`src/rtl/mux_arbiter_4b.sv`:
```
// Two-lane buffered round-robin arbiter: per-lane FIFOs feed one registered 4-bit output
// stream, with a burst-limited grant state machine choosing the source lane.
module mux_arbiter_4b #(
  parameter int unsigned DEPTH = 4,
  parameter int unsigned BURST = 2
) (
  input  logic       clk,
  input  logic       reset_L,
  input  logic [3:0] data_in0,
  input  logic       valid_0,
  input  logic [3:0] data_in1,
  input  logic       valid_1,
  input  logic       out_ready,
  output logic       full_0,
  output logic       full_1,
  output logic [3:0] data_out,
  output logic       valid_out,
  output logic       selector
);

  localparam int unsigned AW = (DEPTH > 1) ? $clog2(DEPTH) : 1;
  localparam int unsigned CW = AW + 1;
  localparam int unsigned BW = $clog2(BURST + 1);

  typedef enum logic [1:0] {StIdle, StG0, StG1} state_e;

  logic [3:0]    mem_q    [2][DEPTH];
  logic [AW-1:0] wr_ptr_q [2];
  logic [AW-1:0] rd_ptr_q [2];
  logic [CW-1:0] cnt_q    [2];
  logic [3:0]    din      [2];

  logic [1:0]    push, pop, full, nonempty;
  logic          grant_vld, grant_lane;
  logic [3:0]    head;

  state_e        state_q;
  logic [BW-1:0] burst_q;
  logic          last_lane_q;

  always_comb begin
    din[0] = data_in0;
    din[1] = data_in1;
    for (int l = 0; l < 2; l++) begin
      full[l]     = (cnt_q[l] == CW'(DEPTH));
      nonempty[l] = (cnt_q[l] != '0);
    end
    // Full is taken from the current count, so a same-edge pop never frees room for a push.
    push[0] = valid_0 && !full[0];
    push[1] = valid_1 && !full[1];

    grant_vld  = |nonempty;
    grant_lane = 1'b0;
    if (&nonempty) begin
      unique case (state_q)
        StG0:    grant_lane = (burst_q == BW'(BURST));
        StG1:    grant_lane = (burst_q != BW'(BURST));
        default: grant_lane = ~last_lane_q;
      endcase
    end else begin
      grant_lane = nonempty[1];
    end

    pop[0] = out_ready && grant_vld && !grant_lane;
    pop[1] = out_ready && grant_vld &&  grant_lane;
    head   = mem_q[grant_lane][rd_ptr_q[grant_lane]];
  end

  assign full_0 = full[0];
  assign full_1 = full[1];

  always_ff @(posedge clk or negedge reset_L) begin
    if (!reset_L) begin
      for (int l = 0; l < 2; l++) begin
        wr_ptr_q[l] <= '0;
        rd_ptr_q[l] <= '0;
        cnt_q[l]    <= '0;
      end
    end else begin
      for (int l = 0; l < 2; l++) begin
        if (push[l]) wr_ptr_q[l] <= wr_ptr_q[l] + 1'b1;
        if (pop[l])  rd_ptr_q[l] <= rd_ptr_q[l] + 1'b1;
        if (push[l] && !pop[l]) begin
          cnt_q[l] <= cnt_q[l] + 1'b1;
        end else if (!push[l] && pop[l]) begin
          cnt_q[l] <= cnt_q[l] - 1'b1;
        end
      end
    end
  end

  // Storage needs no reset: pointers and counts guard against stale entries.
  always_ff @(posedge clk) begin
    for (int l = 0; l < 2; l++) begin
      if (push[l]) mem_q[l][wr_ptr_q[l]] <= din[l];
    end
  end

  always_ff @(posedge clk or negedge reset_L) begin
    if (!reset_L) begin
      state_q     <= StIdle;
      burst_q     <= '0;
      last_lane_q <= 1'b1;
      data_out    <= '0;
      valid_out   <= 1'b0;
      selector    <= 1'b0;
    end else if (out_ready) begin
      if (grant_vld) begin
        data_out    <= head;
        valid_out   <= 1'b1;
        selector    <= grant_lane;
        state_q     <= grant_lane ? StG1 : StG0;
        last_lane_q <= grant_lane;
        // Saturate at BURST; a lone busy lane keeps winning without overflowing the counter.
        if (state_q == (grant_lane ? StG1 : StG0)) begin
          burst_q <= (burst_q == BW'(BURST)) ? burst_q : burst_q + 1'b1;
        end else begin
          burst_q <= BW'(1);
        end
      end else begin
        valid_out <= 1'b0;
        state_q   <= StIdle;
        burst_q   <= '0;
      end
    end
  end

endmodule

```
`config.mk`:
```
export PLATFORM = sky130hd
export DESIGN_NAME = mux_arbiter_4b
export DESIGN_NICKNAME = d
export VERILOG_FILES = /design/src/rtl/mux_arbiter_4b.sv
export SDC_FILE = /design/constraint.sdc
export NUM_CORES = 1
export LEC_CHECK = 0
export BUFFER_PORTS_ARGS = -buffer_cell sky130_fd_sc_hd__buf_2
export CAP_MARGIN = 20
export CORE_MARGIN = 2
export CORE_UTILIZATION = 40
export CTS_CLUSTER_SIZE = 25
export DETAILED_ROUTE_END_ITERATION = 10
export PLACE_DENSITY_LB_ADDON = 0.25
export REMOVE_ABC_BUFFERS = 1
export SYNTH_ARGS = -nofsm -noshare
export SYNTH_HDL_FRONTEND = slang
export SYNTH_SLANG_ARGS = --single-unit
```
`constraint.sdc`:
```
create_clock -name clk -period 4.7 [get_ports clk]
set_clock_uncertainty 0.15 [all_clocks]
set_input_delay 0.235 -clock clk [delete_from_list [all_inputs] [get_ports clk]]
set_output_delay 0.235 -clock clk [all_outputs]
set_load 0.1 [all_outputs]
```
==> results of run 1 <==
==> registers in the layout (all words and copies together), names as in the netlist <==
register and count:
valid_out 1, burst_q 2, mem_q 32, wr_ptr_q 4
last_lane_q 1, rd_ptr_q 4, data_out 4, selector 1
state_q 2, cnt_q 6
==> power breakdown <==
group / internal (mW) / leakage (nW) / switching [mW] / total [mW]
logic: 0.429 / 0.608 / 0.698 / 1.13
clock network: 0.349 / 0.114 / 0.195 / 0.544
registers: 0.706 / 0.585 / 0.134 / 0.840
total: 1.48 / 1.31 / 1.03 / 2.51
==> cell families after synthesis <==
logic type | count (synthesis) | share of synthesized area [%]
muxes | 17 | 6.53
and+or+nand+nor | 50 | 10.0
xor gates and xnor gates | 12 | 3.84
buffers and inverters | 20 | 3.56
AOI/OAI and AO/OA | 34 | 9.82
adders and majority gates | 17 | 8.31
DFF | 57 | 57.9
==> stage by stage <==
step,cell area [µm²],hold slack [ps]
global placement,2890,127
finish,3210,19.0
global route,3210,22.4
floorplan,2690,-211
CTS,3210,4.19
detailed placement,2890,129
==> per-layer routing <==
layer | track usage, % | wire, µm
met1 | 19.1 | 2370
met2 | 21.3 | 2200
met3 | 4.86 | 168
met4 | 7.24 | 93
met5 | 0 | 0
==> synth_stat cells (5+ instances only) <==
master | instances | area [µm²]
sky130_fd_sc_hd__mux2i_1 | 10 | 100
sky130_fd_sc_hd__inv_1 | 12 | 45.0
sky130_fd_sc_hd__nor2b_1 | 6 | 37.5
sky130_fd_sc_hd__nor2_1 | 11 | 41.3
sky130_fd_sc_hd__edfxtp_1 | 32 | 961
sky130_fd_sc_hd__xor2_1 | 5 | 43.8
sky130_fd_sc_hd__ha_1 | 15 | 188
sky130_fd_sc_hd__xnor2_1 | 7 | 61.3
sky130_fd_sc_hd__and2_1 | 8 | 50.1
sky130_fd_sc_hd__mux2_2 | 7 | 78.8
sky130_fd_sc_hd__nand3_1 | 5 | 25.0
sky130_fd_sc_hd__nand2_1 | 7 | 26.3
sky130_fd_sc_hd__dfrtp_1 | 24 | 601
==> worst min-delay path by stage <==
stage                         start     endpoint  slack [ps]  depth (start not counted)
after global placement      reset_L     cnt_q[0]         130                          1
after global routing      out_ready   state_q[0]          20                          2
final                     out_ready   state_q[0]          20                          2
after CTS                 out_ready   state_q[0]           4                          2
after floorplan             reset_L   burst_q[0]        -210                          0
after detailed placement    reset_L  wr_ptr_q[0]         130                          1
==> what timing repair did <==
action | CTS | global route
hold endpoints to repair | 56 | 0
resized for setup | 0 | 0
hold buffers | 9 | 0
==> area by class of cell <==
cell class / count / area (µm²)
fillers: 595 / 3510
multi-input cells: 130 / 1050
flip-flops and latches: 57 / 1590
clock inverters: 6 / 106
well taps: 80 / 100
inverters: 12 / 45.0
repair buffers: 29 / 190
clock buffers: 10 / 128
==> summary by stage, run 1 <==
Routing
The total wire length after detailed routing is about 4.8 mm. The number of optimization iterations in the first detailed-route pass is 4. In this run the remaining antenna-violating nets after routing total 0. The detail-routed net length per standard cell is 14.9 µm.

For this block, the via count after detailed routing is 1,642. The detailed-route DRC error count is 0. In the routed layout, each cell is associated on average with a via count of 5.07. The count of routing violations after the opening detailed-route iteration is 84.

Place
The count of input and output buffers is 20. The post-placement cell count is 299. After legalization and detailed placement, the total HPWL measured 3.36 mm. The final RePlAce weighted congestion is 0.730. At the placement stage, the worst setup path has a slack of 1900 ps.

Worst setup path
The source of the worst register-to-register timing path is state_q[0]. The slack of the worst reg-to-reg path is 1870 ps. On the critical path the largest part of the delay comes from adder cells. The signal on the critical path passes through inv_1 > ha_1 > o211ai_2 > nand3_1 > ha_1 > inv_1 > fa_1 > mux2_2. Along the worst path, the maximum fanout reaches 7. The nature of the critical path endpoint is a register. The worst register-to-register path ends at cnt_q[1]. The required time at the worst-slack endpoint is approximately 4800 ps. The total number of cells along the worst setup path is 8.

The maximum cell stage delay along the critical path is 410 ps. The critical path starts at state_q[0]. The highest-delay cell along the critical path is sky130_fd_sc_hd__dfrtp_1. The worst setup path category is register to register. The worst-case reg-to-reg path depth is 8. At the worst endpoint, the arrival time is 2900 ps. The critical path contains buffers and inverters numbering 2 combined. The kind of start point of the critical path is a register. In this run the worst setup path terminates at cnt_q[1].

Floorplan
For this configuration, the core starts out at a cell density of 40.8%. The die covers 0.00753 mm². The number of standard-cell rows in the floorplan is 30.

The floorplan step defined a core boundary enclosing 0.00672 mm². From left edge to right edge, the die measures 86.8 µm. For this design the top-level I/O count stands at 21. The die height is 86.8 µm.

Timing
After layout, the worst path uses 60.2% of the clock period. The final max-slew violation count is 0. The post-layout minimum cycle time is 2830 ps. For the final routed database, the setup TNS stands at 0 ps. Setup repair after global routing left no endpoint under its margin.

The least setup slack across all paths after layout is 1870 ps. The total count of hold-check failures in the final report is 0. Setup violations remaining at the end of the flow were counted as 0. The slew at the pin closest to its max-slew limit is 637 ps. The highest clock frequency the design can meet is 353 MHz. The remaining max-slew budget at the tightest pin is 57.6%.

GRT
The pin count of the biggest net entering global routing is 26. The via count of the first global-routing pass is 1,599. In the global route stage, overall resource usage came out at between 10% and 20%.

After global routing the overflow that remains totals 0. The first global-routing pass estimated roughly 8 mm of wire. The number of antenna violations at the first check in global routing came to 0.

Layout
Relative to the synthesized area, the layout overhead comes to 17.2%. The leading cell type in the layout, fill and taps excluded is sky130_fd_sc_hd__edfxtp_1. The final-stage net count is around 270. The number of antenna diodes in the final layout is 0. The final non-filler cell total is 324. For this run, the share of the core covered by cells in the final layout is 47.8%. In the layout the commonest cells are sky130_fd_sc_hd__edfxtp_1 (32), sky130_fd_sc_hd__dfrtp_1 (24), sky130_fd_sc_hd__buf_2 (20), sky130_fd_sc_hd__ha_1 (15), sky130_fd_sc_hd__inv_1 (12). The fraction of final layout cells sized beyond drive strength 1 is between 10% and 20%.

Run status
The flow ran to the end, and the final reports show no timing, DRC or antenna violations.

Logic synthesis
The mean area per synthesized cell is 13.2 µm². The most used flip-flop cell after synthesis is sky130_fd_sc_hd__edfxtp_1. The number of enable-type register cells in the synthesized netlist is 32.

The netlist uses 43 different library cells. Yosys printed 0 warnings. Synthesis inferred 57 register bits.

The share of flip-flops with an asynchronous set or reset after synthesis is a little over two fifths. The synthesized area is 0.00274 mm². The sequential cell area fraction in the yosys report is 57.9%. After technology mapping, the gate count stands at 207.

Power and ir drop
The total power is 2.51 mW. In this run the power density over the cells is ~800 mW/mm². Summed over all cells, the static leakage comes to ~1.3 nW. The maximum vdd drop is between 0.2 and 0.3 mV.

CTS
The number of buffers added by the clock tree synthesis step is 9. The library cell used as clock root buffer is sky130_fd_sc_hd__clkbuf_8. The clock latency reported for the late side of the worst-skew pair is around 340 ps. TritonCTS built the clock tree. For this design, the sink count on the clock tree is 57.

After clock tree synthesis, the setup repair step added 0 buffers. The H-tree generated during clock tree synthesis spans 3 levels. Clock-pin slew was measured on the worst setup and hold paths at 70 ps. In this run the deepest clock path goes through 2 buffers.

Hold path
The type of the most critical hold path is primary input to register.

Job
Max-cap violations in this run came to 0.
(Power assumes the default switching activity.)
==> run 2: changes to the inputs <==
--- a/config.mk
+++ b/config.mk
@@ -5,6 +5,7 @@
 export SDC_FILE = /design/constraint.sdc
 export NUM_CORES = 1
 export LEC_CHECK = 0
+export ABC_AREA = 1
 export BUFFER_PORTS_ARGS = -buffer_cell sky130_fd_sc_hd__buf_2
 export CAP_MARGIN = 20
 export CORE_MARGIN = 2
==> constraint.sdc (replaced) <==
create_clock -name clk -period 2.9 [get_ports clk]
set_clock_uncertainty 0.15 [all_clocks]
set_input_delay 0.145 -clock clk [delete_from_list [all_inputs] [get_ports clk]]
set_output_delay 0.145 -clock clk [all_outputs]
set_load 0.1 [all_outputs]
==> summary by stage, run 2 <==
Worst setup path
The worst setup path is captured at a register. In this run the worst path has a maximum fanout of 19. The worst setup path endpoint is cnt_q[5]. The worst setup path is launched from a register. On the critical path, the stage with the largest delay is an instance of sky130_fd_sc_hd__dfrtp_1. The family with the most delay on the worst path is adder cells.

The total number of cells along the worst setup path is 13. The worst setup path category is register to register. Tracing the worst setup path back leads to its startpoint at state_q[0]. The signal arrival time at the worst endpoint is 2680 ps. Walking the worst path, the cells encountered are inv_1 > ha_1 > nand2_1 > nand2_2 > nand2_4 > nand2_4 > nand2_1 > ha_1 > inv_1 > fa_1 > a21oi_1 > o21ai_0 > xor2_1.

The reg-to-reg endpoint is cnt_q[5]. The worst-case reg-to-reg path depth is 13. Counting both buffers and inverters, the worst setup path holds a total of 2.

The worst register-to-register path begins at state_q[0]. Setup slack on the worst reg-to-reg path comes out at 280 ps. At the worst endpoint, the required time is about 3000 ps. The maximum cell stage delay along the critical path is slightly below 400 ps.

Layout
The relative area change from synthesis to final layout is 18.8%. Leaving out fill and tap cells, the most frequent cell in the layout is sky130_fd_sc_hd__nand2_1. The fraction of final layout cells sized beyond drive strength 1 is 17.1%. After filler insertion, the fill cell instance count of the layout stands at 647. For this run, the share of the core covered by cells in the final layout is 49.5%. Leaving out fill and tap cells, the most frequent cells in the layout are sky130_fd_sc_hd__nand2_1 (101), sky130_fd_sc_hd__edfxtp_1 (32), sky130_fd_sc_hd__inv_1 (30), sky130_fd_sc_hd__dfrtp_1 (24), sky130_fd_sc_hd__nand3_1 (23). The final-stage net count is 364. The number of flip-flops under the largest register name is 32.

The final antenna diode count is 0.

Timing
The total count of hold-check failures in the final report was 0. Static timing analysis puts the maximum clock frequency at 382 MHz. In the final timing run, aggregate negative setup slack is 0 ps. The post-layout minimum cycle time is 2620 ps. The total setup violations reported at the end of the flow is 0. The ratio of final minimum period to clock period is 90.4%. The slew at the pin closest to its max-slew limit is 564 ps.

The final max-slew violation count was 0. The remaining max-slew budget at the tightest pin is 62.4%. Setup repair after global routing left no endpoint under its margin.

Logic synthesis
The commonest cells after synthesis are sky130_fd_sc_hd__nand2_1 (101), sky130_fd_sc_hd__edfxtp_1 (32), sky130_fd_sc_hd__inv_1 (30), sky130_fd_sc_hd__dfrtp_1 (24), sky130_fd_sc_hd__nand3_1 (23). The most frequently used flop master after synthesis is sky130_fd_sc_hd__edfxtp_1. The synthesis warning total is 0. The count of distinct cell types in the synthesized netlist is 25. The share of flip-flops with an asynchronous set or reset after synthesis is 43.9%. The synthesized area is ~0.0028 mm².

The sequential cell area fraction in the yosys report is between 50% and 60%. The most common cell in the synthesized netlist is sky130_fd_sc_hd__nand2_1. The top-area cell type share of the netlist area is roughly 34%. The synthesized design contains 57 register bits.

The largest area contributor in the netlist is sky130_fd_sc_hd__edfxtp_1. Yosys attributes the largest share of cell area to sky130_fd_sc_hd__edfxtp_1 (34%), sky130_fd_sc_hd__dfrtp_1 (21%), sky130_fd_sc_hd__nand2_1 (13%). The number of instances in the synthesized netlist is around 290. In this run, synthesis inferred 32 flip-flops with an integrated enable. The mean area per synthesized cell is 9.67 µm².

CTS
The TritonCTS clock tree is built. Clock tree synthesis inserted a total of 9 buffers. The number of clock sinks is 57. The count of cells resized by post-cts repair is 0. Clock tree synthesis selected as its root buffer the cell sky130_fd_sc_hd__clkbuf_8. The clock latency reported for the late side of the worst-skew pair is around 340 ps. The maximum buffer depth of the clock tree is 2. The deepest level of the CTS H-tree is 3. The post-CTS clock slew at the launch and capture registers of the worst setup and hold paths is around 70 ps.

Routing
The number of optimization iterations in the first detailed-route pass is 4. The detail-routed net length per standard cell is 12.1 µm. For this run, design rule violations remaining after detail routing come to 0. After the first detailed-routing iteration, the DRC count stood at 137. The count of nets left with antenna violations once routing finished came out at 0. The total wire length after detailed routing is 5.26 mm. After detailed routing, the number of vias per cell comes to between 4 and 5. The count of vias placed by the detailed router is 1,953.

Place
The final RePlAce weighted congestion is between 0.8 and 0.9. The wire-length estimate of the detail-placed layout is approximately 3.9 mm. In this run the tool buffered the top-level ports with 20 buffer cells.

Floorplan
The core region is between 0.006 and 0.007 mm². The die is 88.3 µm tall. The initial utilization of the core area, before any placement, comes to 41.6%. The number of standard-cell rows in the floorplan is 30. The floorplan step defined a die boundary enclosing between 0.007 and 0.008 mm². The die outline width is 88.3 µm. The number of placed I/O pins is 21.

Hold path
The launch instance of the worst min-delay path is valid_1. The min-delay analysis places its worst path in the category primary input to register.

Run status
The flow ran to the end, and the final reports show no timing, DRC or antenna violations.

GRT
The first-pass GRT wire length is 8.87 mm. The overall global routing resource usage is 15.7%. The number of antenna violations at the first check in global routing is 0. Summed over all layers, the global routing overflow is 0. The via count of the first global-routing pass was 1,901. The pin count of the biggest net entering global routing is 26.

Job
The number of max-capacitance violations reported is 0.
run 2: changes by cell type in the layout (fill, tap and decap cells not counted), sizes merged, moves of 5 or more:
cell	previous run	this run
xnor2	7	2
nor2b	6	0
mux2	7	0
nor2	11	16
inv	12	35
and2	9	0
mux2i	10	0
o21ai	7	12
nand3	6	26
nand2	7	110
run 2: worst min-delay path by stage:
| stage | to | slack, ps | cells past startpoint |
|---|---|---|---|
| floorplan | burst_q[0] | -300 | 0 |
| global placement | valid_out | 30 | 1 |
| detailed placement | valid_out | 30 | 1 |
| CTS | wr_ptr_q[0] | 50 | 4 |
| global route | wr_ptr_q[0] | 90 | 4 |
| finish | wr_ptr_q[0] | 60 | 4 |
run 2: layout make-up:
cell class / instances / area [µm²] / share of cell area [%]
multi-input cells: 198 / 1090 / 32.1
clock inverters: 6 / 90.1 / 2.67
clock buffers: 10 / 138 / 4.07
flip-flops and latches: 57 / 1590 / 47.0
well taps: 96 / 120 / 3.55
inverters: 34 / 128 / 3.78
repair buffers: 34 / 230 / 6.81
run 2: cells by family (layout without fill, tap and decap cells):
| family | Yosys count | count (layout) | synth area share [%] |
|---|---|---|---|
| flops | 57 | 57 | 55.8 |
| buf+inv | 39 | 84 | 5.98 |
| fa+ha+maj | 17 | 17 | 8.01 |
| simple gates | 154 | 154 | 24.0 |
| xor+xnor | 9 | 9 | 2.77 |
| compound gates | 18 | 18 | 3.39 |
run 2: worst reg2reg max path: cells and delay by family, from the launching register on:
kind / cells / cell delay, ps
simple gates: 5 / 530
compound gates: 2 / 260
xor+xnor: 1 / 150
fa+ha+maj: 3 / 840
buf+inv: 2 / 160
flops: 1 / 390
run 2: repair_timing:
| item | CTS | global route |
|---|---|---|
| setup buffers | 0 | 0 |
| hold endpoints to repair | 59 | 0 |
| hold buffers | 10 | 0 |
run 2: per-layer routing:
layer	track usage, %	share of wire (%)	vias up
li1	-	-	1020
met1	19.4	45	889
met2	24.8	48	34
met3	4.01	3.6	10
met4	9.09	2.6	0
met5	0	0	-
run 2: metrics by stage:
stage	instances	setup slack (ps)	hold WS [ps]	area (µm²)
after floorplan	289	367	-301	2800
after global placement	409	353	27.7	3050
after detailed placement	409	303	28.5	3050
after CTS	435	276	51.8	3380
after global routing	435	105	86.3	3380
final	435	280	63.7	3380
Power of run 2 is left out: the tool's default activity adds up to more than one toggle a clock period on the data nets, which glitch-free logic cannot reach.
==> run 3: changes to the inputs <==
--- a/config.mk
+++ b/config.mk
@@ -12,7 +12,7 @@
 export CORE_UTILIZATION = 40
 export CTS_CLUSTER_SIZE = 25
 export DETAILED_ROUTE_END_ITERATION = 10
-export PLACE_DENSITY_LB_ADDON = 0.25
+export PLACE_DENSITY = 0.56
 export REMOVE_ABC_BUFFERS = 1
 export SYNTH_ARGS = -nofsm -noshare
 export SYNTH_HDL_FRONTEND = slang
==> summary by stage, run 3 (synthesized netlist as in run 2, its figures left out) <==
Floorplan
The die outline width is 88.3 µm. After floorplanning, the core was sized to cover 0.00683 mm². The number of placed I/O pins is 21. The effective utilization at floorplan is 41.6%. The floorplan step set the die height to 88.3 µm.

The area of the die is 0.00780 mm². The number of standard-cell rows in the floorplan is 30.

GRT
The first global-routing pass estimated 9.44 mm of wire. The pin count of the biggest net entering global routing is 26. The via count of the first global-routing pass is 2,012.

Summed over all layers, the global routing overflow is 0. The number of antenna violations at the first check in global routing is 0. The overall global routing resource usage is 16.5%.

Layout
Counting the fill cells in the layout gives 667. The final-stage net count is 364. The number of flip-flops under the largest register name is 32. From synthesis to final layout, the design area changed by 17.3%. In the final layout, the multi-input gates occupy 0.00109 mm². The leading cell type in the layout, fill and taps excluded is sky130_fd_sc_hd__nand2_1. The sequential cell area is between 0.0015 and 0.002 mm².

The fraction of final layout cells sized beyond drive strength 1 is 16.2%. 0 antenna diodes ended up in the layout. Leaving out fill and tap cells, the most frequent cells in the layout are sky130_fd_sc_hd__nand2_1 (101), sky130_fd_sc_hd__edfxtp_1 (32), sky130_fd_sc_hd__inv_1 (30), sky130_fd_sc_hd__dfrtp_1 (24), sky130_fd_sc_hd__nand3_1 (23). The final non-filler cell area is 0.00334 mm². Once layout is complete, the utilization of the core stands at 48.8%.

Timing
Setup violations remaining at the end of the flow were counted as 0. The ratio of final minimum period to clock period is 91.2%. The total count of hold-check failures in the final report came to 0. The remaining max-slew budget at the tightest pin is 63.1%. Summed over all failing endpoints, the final setup total negative slack is 0 ps. After layout, the minimum clock period comes to 2640 ps. For this run, the top clock speed supported by timing is ~380 MHz. Setup repair after global routing left no endpoint under its margin. The slew at the pin closest to its max-slew limit is approximately 550 ps. The final max-slew violation count is 0.

CTS
The post-CTS clock slew at the launch and capture registers of the worst setup and hold paths is around 60 ps. Clock latency on the worst-skew pair, taken at its later pin, is 340 ps. TritonCTS built the clock tree. The maximum buffer depth of the clock tree is 2. The count of buffers added by post-CTS timing repair for setup is 0. In this run the number of H-tree levels came out at 3. The number of clock sinks is 57.

The number of buffers added by the clock tree synthesis step is 9. The library cell used as clock root buffer is sky130_fd_sc_hd__clkbuf_8.

Routing
Across all layers, the routed design uses between 1,500 and 2,000 vias. The residual antenna-violating net count after detailed routing is 0. After detailed routing, the average wire length per cell comes to 12.7 µm.

The via-per-instance ratio is 4.55. The detailed-route DRC error count is 0. The total wire length after detailed routing is 5.51 mm.

The number of optimization iterations in the first detailed-route pass is 4. For this block, the initial DRC count from the detailed router was 95.

Worst setup path
The slack of the worst reg-to-reg path is 260 ps. The kind of start point of the critical path is a register. The most numerous cell type found on the critical path is sky130_fd_sc_hd__inv_1. The maximum cell stage delay along the critical path is slightly below 400 ps. For the worst flop-to-flop path, the logic depth is 14. At the worst endpoint, the required time is 2970 ps.

The signal arrival time at the worst endpoint is approximately 2700 ps. The endpoint identified for the worst register-to-register timing path is cnt_q[5]. The slowest stage of the critical path belongs to the cell sky130_fd_sc_hd__dfrtp_1.

Walking the worst path, the cells encountered are inv_1 > ha_1 > inv_1 > nand3_2 > nand2_2 > nand2_4 > nand2_4 > nand2_1 > ha_1 > inv_1 > fa_1 > a21oi_1 > o21ai_0 > xor2_1. The nature of the critical path endpoint is a register. The critical path in this run is classified as register to register.

The source of the worst register-to-register timing path is state_q[0]. The critical-path maximum fanout is 19.

Place
The wire-length estimate of the detail-placed layout is 4.05 mm. The count of input and output buffers is 20. The placed cell area is 0.00305 mm². The final RePlAce weighted congestion is slightly below 0.8.

Hold path
The type of the most critical hold path is primary input to register. The worst hold path was traced through 4 stages. The hold-critical path endpoint is wr_ptr_q[0]. The launch instance of the worst min-delay path is valid_1.

Job
The tool flagged a number of max-cap violations equal to 0.

Run status
The flow ran to the end, and the final reports show no timing, DRC or antenna violations.
run 3: changes by cell type in the layout (fill, tap and decap cells not counted):
cell | previous run | this run
sky130_fd_sc_hd__clkbuf_1 | 0 | 3
sky130_fd_sc_hd__bufinv_16 | 2 | 0
sky130_fd_sc_hd__clkbuf_16 | 0 | 1
sky130_fd_sc_hd__clkinv_2 | 1 | 2
sky130_fd_sc_hd__clkinv_4 | 1 | 0
sky130_fd_sc_hd__clkinvlp_4 | 1 | 0
sky130_fd_sc_hd__inv_6 | 1 | 0
run 3: worst max-delay path, delay by kind of cell, from the launching register on:
kind / cells / cell delay, ps
xor gates and xnor gates: 1 / 150
AOI/OAI and AO/OA: 2 / 250
and+or+nand+nor: 5 / 480
adders and majority gates: 3 / 860
DFF: 1 / 390
buffers and inverters: 3 / 230
run 3: cell type report:
type	instances	share of cell area (%)
Clock buffer	14	5.21
Tap cell	96	3.60
Clock inverter	2	0.300
Inverter	34	3.83
Multi-Input combinational cell	198	32.6
Sequential cell	57	47.6
Timing Repair Buffer	34	6.90
run 3: routing by layer:
layer | part of all wire, % | vias up | GRT usage [%]
li1 | - | 1016 | -
met1 | 46 | 922 | 21.0
met2 | 48 | 28 | 26.3
met3 | 3.9 | 12 | 5.32
met4 | 1.8 | 0 | 6.20
met5 | 0 | - | 0
run 3: through the flow:
stage	setup slack [ps]	hold WS, ps	instances
3_3_place_gp	353	20.1	409
3_5_place_dp	297	39.1	409
6_report	256	74.4	435
4_1_cts	271	66.1	435
5_1_grt	68.7	92.1	435
2_1_floorplan	367	-301	289
run 3: worst max-delay path by stage:
stage / end / slack, ps / from
6_report: cnt_q[5] / 260 / state_q[0]
4_1_cts: cnt_q[5] / 270 / state_q[0]
3_3_place_gp: cnt_q[5] / 350 / state_q[0]
2_1_floorplan: cnt_q[5] / 370 / state_q[0]
5_1_grt: cnt_q[5] / 70 / state_q[0]
3_5_place_dp: cnt_q[5] / 300 / state_q[0]
run 3: repair_timing:
action / CTS / global route
gates resized for setup: 0 / 0
hold buffers: 10 / 0
endpoints found under the hold margin: 59 / 0
Power of run 3 is left out for the same reason.
